## config.mk

```make
export PLATFORM = sky130hd
export DESIGN_NAME = ps2_host_ctrl
export DESIGN_NICKNAME = d
export VERILOG_FILES = /design/src/rtl/ps2_host_ctrl.sv
export SDC_FILE = /design/constraint.sdc
export NUM_CORES = 1
export LEC_CHECK = 0
export BUFFER_PORTS_ARGS = -buffer_cell sky130_fd_sc_hd__buf_2
export CORE_MARGIN = 1
export CORE_UTILIZATION = 36
export CTS_CLUSTER_SIZE = 25
export DETAILED_ROUTE_END_ITERATION = 7
export GPL_ROUTABILITY_DRIVEN = 0
export SETUP_SLACK_MARGIN = 0.15
export SYNTH_ARGS = -nofsm -noshare
export SYNTH_HDL_FRONTEND = slang
export SYNTH_SLANG_ARGS = --single-unit
```

## constraint.sdc

```tcl
create_clock -name clk -period 3.07 [get_ports clk]
set_input_delay 0.307 -clock clk [delete_from_list [all_inputs] [get_ports clk]]
set_output_delay 0.307 -clock clk [all_outputs]
set_load 0.02 [all_outputs]
```

## src/rtl/ps2_host_ctrl.sv

```systemverilog
// -----------------------------------------------------------------------------
// ps2_host_ctrl
//   Host-side PS/2 line controller. It receives device frames and reports each
//   verified scan byte, keeping the last two bytes for the hex displays. It also
//   sends host-to-device command frames: clock inhibit, request-to-send, bit
//   shifting on device clock edges, and the ACK check. The bus carries one
//   direction at a time. Both pins are open-drain and are driven through output
//   enables.
//
// Ports
//   clk         system clock (50 MHz)
//   reset_n     asynchronous active-low reset
//   ps2_clk_i   PS2_CLK pin level (asynchronous)
//   ps2_dat_i   PS2_DATA pin level (asynchronous)
//   ps2_clk_oe  1 = pull PS2_CLK low, 0 = release
//   ps2_dat_oe  1 = pull PS2_DATA low, 0 = release
//   cmd_data    command byte to send
//   cmd_valid   command request, held until accepted
//   cmd_ready   high only in IDLE when no receive frame is starting
//   rx_data     last good received byte
//   rx_valid    1-cycle pulse, rx_data has just been updated
//   rx_err      1-cycle pulse, receive parity/stop/timeout error
//   tx_done     1-cycle pulse, command frame sent and ACKed
//   tx_err      1-cycle pulse, command frame not ACKed or timed out
//   busy        high in every state except IDLE
//   last_codes  {previous byte, latest byte}
// -----------------------------------------------------------------------------
module ps2_host_ctrl #(
    parameter int INHIBIT_CYC = 5000,
    parameter int TIMEOUT_CYC = 1000000,
    parameter int SYNC_STAGES = 2
) (
    input  logic        clk,
    input  logic        reset_n,
    input  logic        ps2_clk_i,
    input  logic        ps2_dat_i,
    output logic        ps2_clk_oe,
    output logic        ps2_dat_oe,
    input  logic [7:0]  cmd_data,
    input  logic        cmd_valid,
    output logic        cmd_ready,
    output logic [7:0]  rx_data,
    output logic        rx_valid,
    output logic        rx_err,
    output logic        tx_done,
    output logic        tx_err,
    output logic        busy,
    output logic [15:0] last_codes
);

    localparam int CNT_MAX = (INHIBIT_CYC > TIMEOUT_CYC) ? INHIBIT_CYC : TIMEOUT_CYC;
    localparam int CNT_W   = $clog2(CNT_MAX + 1);
    localparam logic [CNT_W-1:0] INH_LAST = CNT_W'(INHIBIT_CYC - 1);
    localparam logic [CNT_W-1:0] TMO_LAST = CNT_W'(TIMEOUT_CYC - 1);

    typedef enum logic [2:0] {
        IDLE, RX, TX_INH, TX_RTS, TX_BITS, TX_ACK, TX_REL
    } state_t;

    // ---------------------------------------------------------------- sync
    logic [SYNC_STAGES-1:0] clk_sync, dat_sync;
    logic                   clk_prev;
    logic                   clk_s, dat_s, fall;

    // NOTE: the synchronizers reset to 1 (idle bus level) so that releasing
    // reset cannot look like a falling clock edge.
    always_ff @(posedge clk or negedge reset_n) begin
        if (!reset_n) begin
            clk_sync <= '1;
            dat_sync <= '1;
            clk_prev <= 1'b1;
        end else begin
            // NOTE: sequential state uses non-blocking assignments so every
            // flop samples the pre-edge values and the chain shifts by one.
            clk_sync <= {clk_sync[SYNC_STAGES-2:0], ps2_clk_i};
            dat_sync <= {dat_sync[SYNC_STAGES-2:0], ps2_dat_i};
            clk_prev <= clk_sync[SYNC_STAGES-1];
        end
    end

    assign clk_s = clk_sync[SYNC_STAGES-1];
    assign dat_s = dat_sync[SYNC_STAGES-1];
    assign fall  = clk_prev & ~clk_s;

    // ---------------------------------------------------------------- state
    state_t             state, state_n;
    logic [3:0]         bit_cnt, bit_cnt_n;
    logic [7:0]         shreg, shreg_n;
    logic               par_bit, par_bit_n;
    logic [7:0]         tx_byte, tx_byte_n;
    logic               dat_drive, dat_drive_n;
    logic               ack_seen, ack_seen_n;
    logic [CNT_W-1:0]   tick, tick_n;
    logic [7:0]         rx_data_n;
    logic [15:0]        last_codes_n;
    logic               rx_valid_n, rx_err_n, tx_done_n, tx_err_n;

    always_ff @(posedge clk or negedge reset_n) begin
        if (!reset_n) begin
            state      <= IDLE;
            bit_cnt    <= '0;
            shreg      <= '0;
            par_bit    <= 1'b0;
            tx_byte    <= '0;
            dat_drive  <= 1'b0;
            ack_seen   <= 1'b0;
            tick       <= '0;
            rx_data    <= '0;
            last_codes <= '0;
            rx_valid   <= 1'b0;
            rx_err     <= 1'b0;
            tx_done    <= 1'b0;
            tx_err     <= 1'b0;
        end else begin
            state      <= state_n;
            bit_cnt    <= bit_cnt_n;
            shreg      <= shreg_n;
            par_bit    <= par_bit_n;
            tx_byte    <= tx_byte_n;
            dat_drive  <= dat_drive_n;
            ack_seen   <= ack_seen_n;
            tick       <= tick_n;
            rx_data    <= rx_data_n;
            last_codes <= last_codes_n;
            rx_valid   <= rx_valid_n;
            rx_err     <= rx_err_n;
            tx_done    <= tx_done_n;
            tx_err     <= tx_err_n;
        end
    end

    // ---------------------------------------------------------------- next state
    always_comb begin
        // NOTE: every signal gets a default first, so no path through the case
        // can leave a value unassigned and infer a latch.
        state_n      = state;
        bit_cnt_n    = bit_cnt;
        shreg_n      = shreg;
        par_bit_n    = par_bit;
        tx_byte_n    = tx_byte;
        dat_drive_n  = dat_drive;
        ack_seen_n   = ack_seen;
        tick_n       = tick;
        rx_data_n    = rx_data;
        last_codes_n = last_codes;
        rx_valid_n   = 1'b0;
        rx_err_n     = 1'b0;
        tx_done_n    = 1'b0;
        tx_err_n     = 1'b0;

        unique case (state)
            IDLE: begin
                tick_n = '0;
                if (fall && !dat_s) begin
                    // A start bit beats a pending command in the same cycle.
                    state_n   = RX;
                    bit_cnt_n = '0;
                end else if (cmd_valid) begin
                    tx_byte_n = cmd_data;
                    state_n   = TX_INH;
                end
            end

            RX: begin
                if (fall) begin
                    tick_n = '0;
                    if (bit_cnt < 4'd8) begin
                        shreg_n   = {dat_s, shreg[7:1]};
                        bit_cnt_n = bit_cnt + 4'd1;
                    end else if (bit_cnt == 4'd8) begin
                        par_bit_n = dat_s;
                        bit_cnt_n = 4'd9;
                    end else begin
                        state_n = IDLE;
                        // Odd parity over data+parity, and stop must be high.
                        if ((^{shreg, par_bit}) && dat_s) begin
                            rx_data_n    = shreg;
                            last_codes_n = {last_codes[7:0], shreg};
                            rx_valid_n   = 1'b1;
                        end else begin
                            rx_err_n = 1'b1;
                        end
                    end
                end else if (tick == TMO_LAST) begin
                    state_n  = IDLE;
                    rx_err_n = 1'b1;
                end else begin
                    tick_n = tick + CNT_W'(1);
                end
            end

            TX_INH: begin
                if (tick == INH_LAST) begin
                    tick_n  = '0;
                    state_n = TX_RTS;
                end else begin
                    tick_n = tick + CNT_W'(1);
                end
            end

            TX_RTS: begin
                // Start bit stays on the data line once the clock is released.
                state_n     = TX_BITS;
                bit_cnt_n   = '0;
                dat_drive_n = 1'b1;
                tick_n      = '0;
            end

            TX_BITS: begin
                if (fall) begin
                    tick_n = '0;
                    if (bit_cnt < 4'd8) begin
                        dat_drive_n = ~tx_byte[bit_cnt[2:0]];
                        bit_cnt_n   = bit_cnt + 4'd1;
                    end else if (bit_cnt == 4'd8) begin
                        // Odd parity bit is ~^data; driving low means a 0 bit.
                        dat_drive_n = ^tx_byte;
                        bit_cnt_n   = 4'd9;
                    end else begin
                        dat_drive_n = 1'b0;           // stop bit = released line
                        state_n     = TX_ACK;
                    end
                end else if (tick == TMO_LAST) begin
                    dat_drive_n = 1'b0;
                    state_n     = IDLE;
                    tx_err_n    = 1'b1;
                end else begin
                    tick_n = tick + CNT_W'(1);
                end
            end

            TX_ACK: begin
                if (fall) begin
                    ack_seen_n = ~dat_s;
                    state_n    = TX_REL;
                end else if (tick == TMO_LAST) begin
                    state_n  = IDLE;
                    tx_err_n = 1'b1;
                end else begin
                    tick_n = tick + CNT_W'(1);
                end
            end

            TX_REL: begin
                if (clk_s && dat_s) begin
                    state_n   = IDLE;
                    tx_done_n = ack_seen;
                    tx_err_n  = ~ack_seen;
                end
            end

            default: state_n = IDLE;
        endcase
    end

    // ---------------------------------------------------------------- outputs
    // Decoded from state so that an asynchronous reset releases both lines at once.
    assign ps2_clk_oe = (state == TX_INH) || (state == TX_RTS);
    assign ps2_dat_oe = (state == TX_RTS) || ((state == TX_BITS) && dat_drive);
    assign busy       = (state != IDLE);
    assign cmd_ready  = (state == IDLE) && !(fall && !dat_s);

endmodule

```

Word-level counts from Yosys, hierarchy flattened
Index checks and enable logic that the tools add are counted.

operators by class
  multiplexer cells = 46
  eq/ne operators = 21
  bitwise logic cells = 8
  $add $sub $neg = 2
  div/mod/pow operators = 0
  $mul = 0
  shift operators = 0
  $lt $le $gt $ge = 2
  reduce and logical (&&, ||, !) cells = 28

operator list
  kind                                                               number
  20-bit two-way mux                                                 4
  20-bit one-hot mux with 4 select lines                             1
  3-bit two-way mux                                                  12
  3-bit one-hot mux with 7 select lines                              1
  20-bit by 1-bit adder with 20-bit output, second input constant    1
  20-bit by 13-bit == test with 1-bit output, second input constant  1
  20-bit == test, second input constant                              1
  1-bit two-way mux                                                  20
  3-bit inequality test, second input constant                       6
  4-bit two-way mux                                                  4
  4-bit one-hot mux with 3 select lines                              1
  3-bit == test, second input constant                               3
  9-bit XOR reduction                                                1
  2-bit inequality test, second input constant                       4
  4-bit AND reduction                                                2
  8-bit XOR reduction                                                1
  1-bit inverter                                                     7
  7-bit AND reduction                                                1
  3-bit by 2-bit == test with 1-bit output, second input constant    2
  2-bit AND reduction                                                3
  3-bit AND reduction                                                2
  3-bit nonzero test                                                 2
  2-bit OR reduction                                                 3
  1-bit logical AND                                                  5
  16 further kinds                                                   19

storage, ports and cells
  logic and storage cells = 124
  latch bits = 0
  memories kept = 0
  register bits after elaboration = 79
  input bits = 13
  memory bits (read-only) = 0
  output and inout port bits = 32
  RAM bits = 0

Depth between registers and ports, before layout
  depth after elaboration = 7
  depth in mapped cells = 9
  mapped depth without buffers = 8

Worst setup path before layout
OpenSTA, ideal clock, no wires.

  path type = reg-to-reg
  start point = register shreg[1]
  end point = register last_codes[12]
  slack = 0.893 ns
  path buffers = 1
  required time = 2.945 ns
  cell stages (with the launch flop) = 8
  library setup time = 0.125 ns
  arrival time = 2.052 ns
  period minus slack after synthesis = 2.177 ns
  cell sequence = dfrtp_1 -> xnor2_1 -> xnor3_1 -> xnor2_1 -> nand2_1 -> nor3_4 -> buf_6 -> mux2_2

between the ends
  cells in the longest elaborated chain, start to end = 3

ends and longest elaborated chain
  element                        line  source
  start: declaration             88    logic [7:0] shreg, shreg_n;
  start signal: assignment       117   shreg <= shreg_n;
  9-bit XOR reduction            176   if ((^{shreg, par_bit}) && dat_s) begin
  1-bit logical AND              176
  5-bit AND reduction (no line)  --
  end signal: assignment         124   last_codes <= last_codes_n;
  end: declaration               48    output logic [15:0] last_codes

Every way passes these cells.
A chain may end at the register's enable or synchronous reset.

Worst setup path in the final report
  start point = register tick[0]
  end point = register tick[7]

between the ends
  cells in the longest elaborated chain, start to end = 4
  elaborated cells on any way between the ends = 8
  classes of those cells = 1 x add/sub; 2 x eq/ne; 5 x mux

ends and longest elaborated chain
  element                                                                            line           source
  start: declaration                                                                 93             logic [CNT_W-1:0] tick, tick_n;
  start signal: assignment                                                           122            tick <= tick_n;
  20-bit by 1-bit adder with 20-bit output / 20-bit == test (equally long branches)  --
  20-bit two-way mux                                                                 184, 223, 236
  20-bit two-way mux (on tied branches)                                              233, 210
  20-bit one-hot mux with 4 select lines *                                           151            unique case (state)

Mark *: on every way between the ends. The rest lies on a longest branch, timed or not. The select of a mux whose other input is x is not followed.

==> results.cfg <==
[grt]
grt_usage = 0.159
overflow = 0
first_global_vias = 2694
grt_pass1_wl_mm = 13.0
grt_max_degree = 72
antenna_found_initial = 0

[sta]
slew_violations = 0
setup_viol = 0
period_minus_slack_ns = 2.63
finalCritPeriodShare = 0.856
report.final.hold_viol_count = 0
tns_ns = 0
relSlewSlack = 0.493
worstMarginPinSlew_ns = 0.755
rsz0062_at_grt = no
clock_skew_ns = 0.0124
clock.fmax_ghz = 0.380

[floorplan]
io_pins = 45
die_y_um = 103
die-area_um2 = 10600
row_count = 36
die_w_um = 103
core-area_um2 = 9860
start_util = 0.374

[finish]
multi_input_area_um2 = 1760
final_area_um2 = 4210
areaGrowthSynthToFinish_pct = 14.2
nets = 405
fillCellCount = 974
mostFrequentLayoutCells = dfrtp_1 (66), buf_2 (44), mux2_2 (32)
final_common_cell = dfrtp_1
seq_area_um2 = 1780
n_antenna_cell = 0
post_route_cells_drive_above_1_share = 0.272

[worst_setup_path]
crit_type = flop to flop
worstPathArrival_ns = 2.82
crit_path_start_kind = flop
timing.rr.end = tick[7]
end_kind = flop
cpMaxStageDelayCell = or4_1
r2r_start = tick[0]
reg2reg_depth = 7
cp_max_fo = 12
reg2reg_slack_ns = 0.44
critical_path.cell_chain = ha_1 -> nand2_1 -> or4_1 -> o31ai_2 -> nand2_1 -> nand2_1 -> o311ai_0
path_common_cell = nand2_1
max_stage_delay_ns = 0.52
required_ns = 3.27

[clock_network]
clk_latency_ns = 0.35
h-tree-depth = 3
cts_tree = yes
cts_buffer_depth = 2
cts_buffers = 9
cts_sinks = 71
root_buffer = clkbuf_8
path_clk_slew_ns = 0.08

[route]
num_vias = 2790
ant_nets = 0
dr.first_iter.drc_count = 153
drc = 0
routed_via_density = 5.29
routed_wl_mm = 7.47
first_pass_iters = 4
routedWlPerCell_um = 14.2

[synthesis]
synthSimpleGateAreaFrac = 0.180
ys_ff_latch = 71
synth_compound_area_frac = 0.119
synthCells = 349
synth_top_flop_cell = dfrtp_1
synth_fp_nets = 365
synthMuxAreaShare = 0.118
async_flop_share = 1.00
synth_area_um2 = 3690
ys_warn_count = 0
synthAdderAreaFrac = 0.0102
synth.distinct_cells = 61
avgSynthCellArea_um2 = 10.6
synth_top_family_by_area = simple AND/OR/NAND/NOR gates
synth_xor_area_frac = 0.0489
synth_edf_count = 0
seq_area_frac_synth = 0.484

[hold_path]
min_to = dat_sync[0]
hold_start = ps2_dat_i
min_path_cells = 1
min_path_type = input pin to flop

[pwr]
p_per_area_nw_per_um2 = 590
ir_drop_mv = 0.380
cellLeakagePower_nw = 1.92

[place]
io_buffer_count = 44
dpl.hpwl_mm = 5.27
placed_cell_area_um2 = 4000

[flow_run]
maxCapViolations = 0

[outcome]
status = finished clean
## per-stage QoR
step	utilization	instances	total power [mW]	hold slack [ns]	worst slack (ns)
CTS	0.427	527	2.52	0.0288	0.470
floorplan	-	349	1.63	0.0114	0.893
global placement	0.406	510	1.74	0.346	0.614
detailed placement	0.406	510	1.76	0.349	0.480
global route	0.427	527	2.66	0.0202	0.290
finish	0.427	527	2.48	0.0523	0.441
## cell type report
class                   count  area share
flip-flops and latches     71       0.424
inverters                   7     0.00624
well taps                 133      0.0395
repair buffers             50      0.0666
clock buffers              10      0.0303
multi-input cells         250       0.417
clock inverters             6      0.0163
## kinds of logic after synthesis
family          after synthesis
compound gates               64
fa+ha+maj                     3
buf+inv                      28
simple gates                127
mux                          37
xor+xnor                     19
flops                        71
## Yosys cell counts, types with 3 or more instances
cell type	instances	area share
dfrtp_1	66	0.45
o22a_1	3	0.0071
and2_1	4	0.0068
or4_1	4	0.0081
clkbuf_1	8	0.0081
inv_1	7	0.0071
o31ai_1	4	0.0081
and3_1	8	0.014
dfstp_2	5	0.036
nand2b_1	4	0.0068
nor4_1	3	0.0051
ha_1	3	0.010
nor3_1	11	0.015
nor2b_1	7	0.012
xor2_1	5	0.012
a31oi_1	3	0.0051
nand4_1	8	0.014
buf_4	8	0.016
nand2_1	25	0.025
nor2_1	26	0.026
xnor2_1	13	0.031
o311ai_0	4	0.0095
a21oi_1	12	0.016
nand3_1	17	0.023
buf_2	3	0.0041
mux2_2	32	0.098
o21ai_0	15	0.020
## report_power, final
group	total [mW]	switching, mW	leakage [nW]	internal (mW)
Combinational	0.522	0.223	0.890	0.299
Sequential	1.21	0.149	0.937	1.06
Clock	0.748	0.367	0.0973	0.381
Total	2.48	0.739	1.92	1.74
## sequential cells by signal, summed over array words and instances (netlist names), 2 cells and up
register and cells:
tx_byte 8, bit_cnt 4, shreg 8, last_codes 9, clk_sync 2, tick 20, rx_data 7, dat_sync 2
state 3
## worst max-delay path: cells and delay by family, from the launching register on
kind / cells / cell delay, ns
AND/OR/NAND/NOR: 4 / 1.33
AO/OA/AOI/OAI: 2 / 0.56
flip-flops: 1 / 0.38
adder cells (fa/ha/maj): 1 / 0.22
## worst max path at each step
stage	startpoint	endpoint	slack, ns	depth (start not counted)
floorplan	shreg[1]	last_codes[12]	0.89	7
CTS	tick[0]	tick[7]	0.47	7
finish	tick[0]	tick[7]	0.44	7
global placement	tick[0]	tick[7]	0.61	7
detailed placement	tick[0]	tick[7]	0.48	7
global route	tick[0]	tick[7]	0.29	7
## timing repair
| item | CTS | global route |
|---|---|---|
| resized for setup | 0 | 0 |
| hold buffers | 1 | 0 |
| endpoints found under the hold margin | 66 | 0 |
| buffers inserted | 0 | 0 |
## routing by layer
| metal | up-vias | track usage | part of all wire |
|---|---|---|---|
| met5 | - | 0 | 0 |
| met4 | 0 | 0.0683 | 0.020 |
| met3 | 16 | 0.0383 | 0.049 |
| met2 | 77 | 0.246 | 0.47 |
| met1 | 1349 | 0.212 | 0.46 |
| li1 | 1348 | - | - |
(Power assumes the default switching activity.)
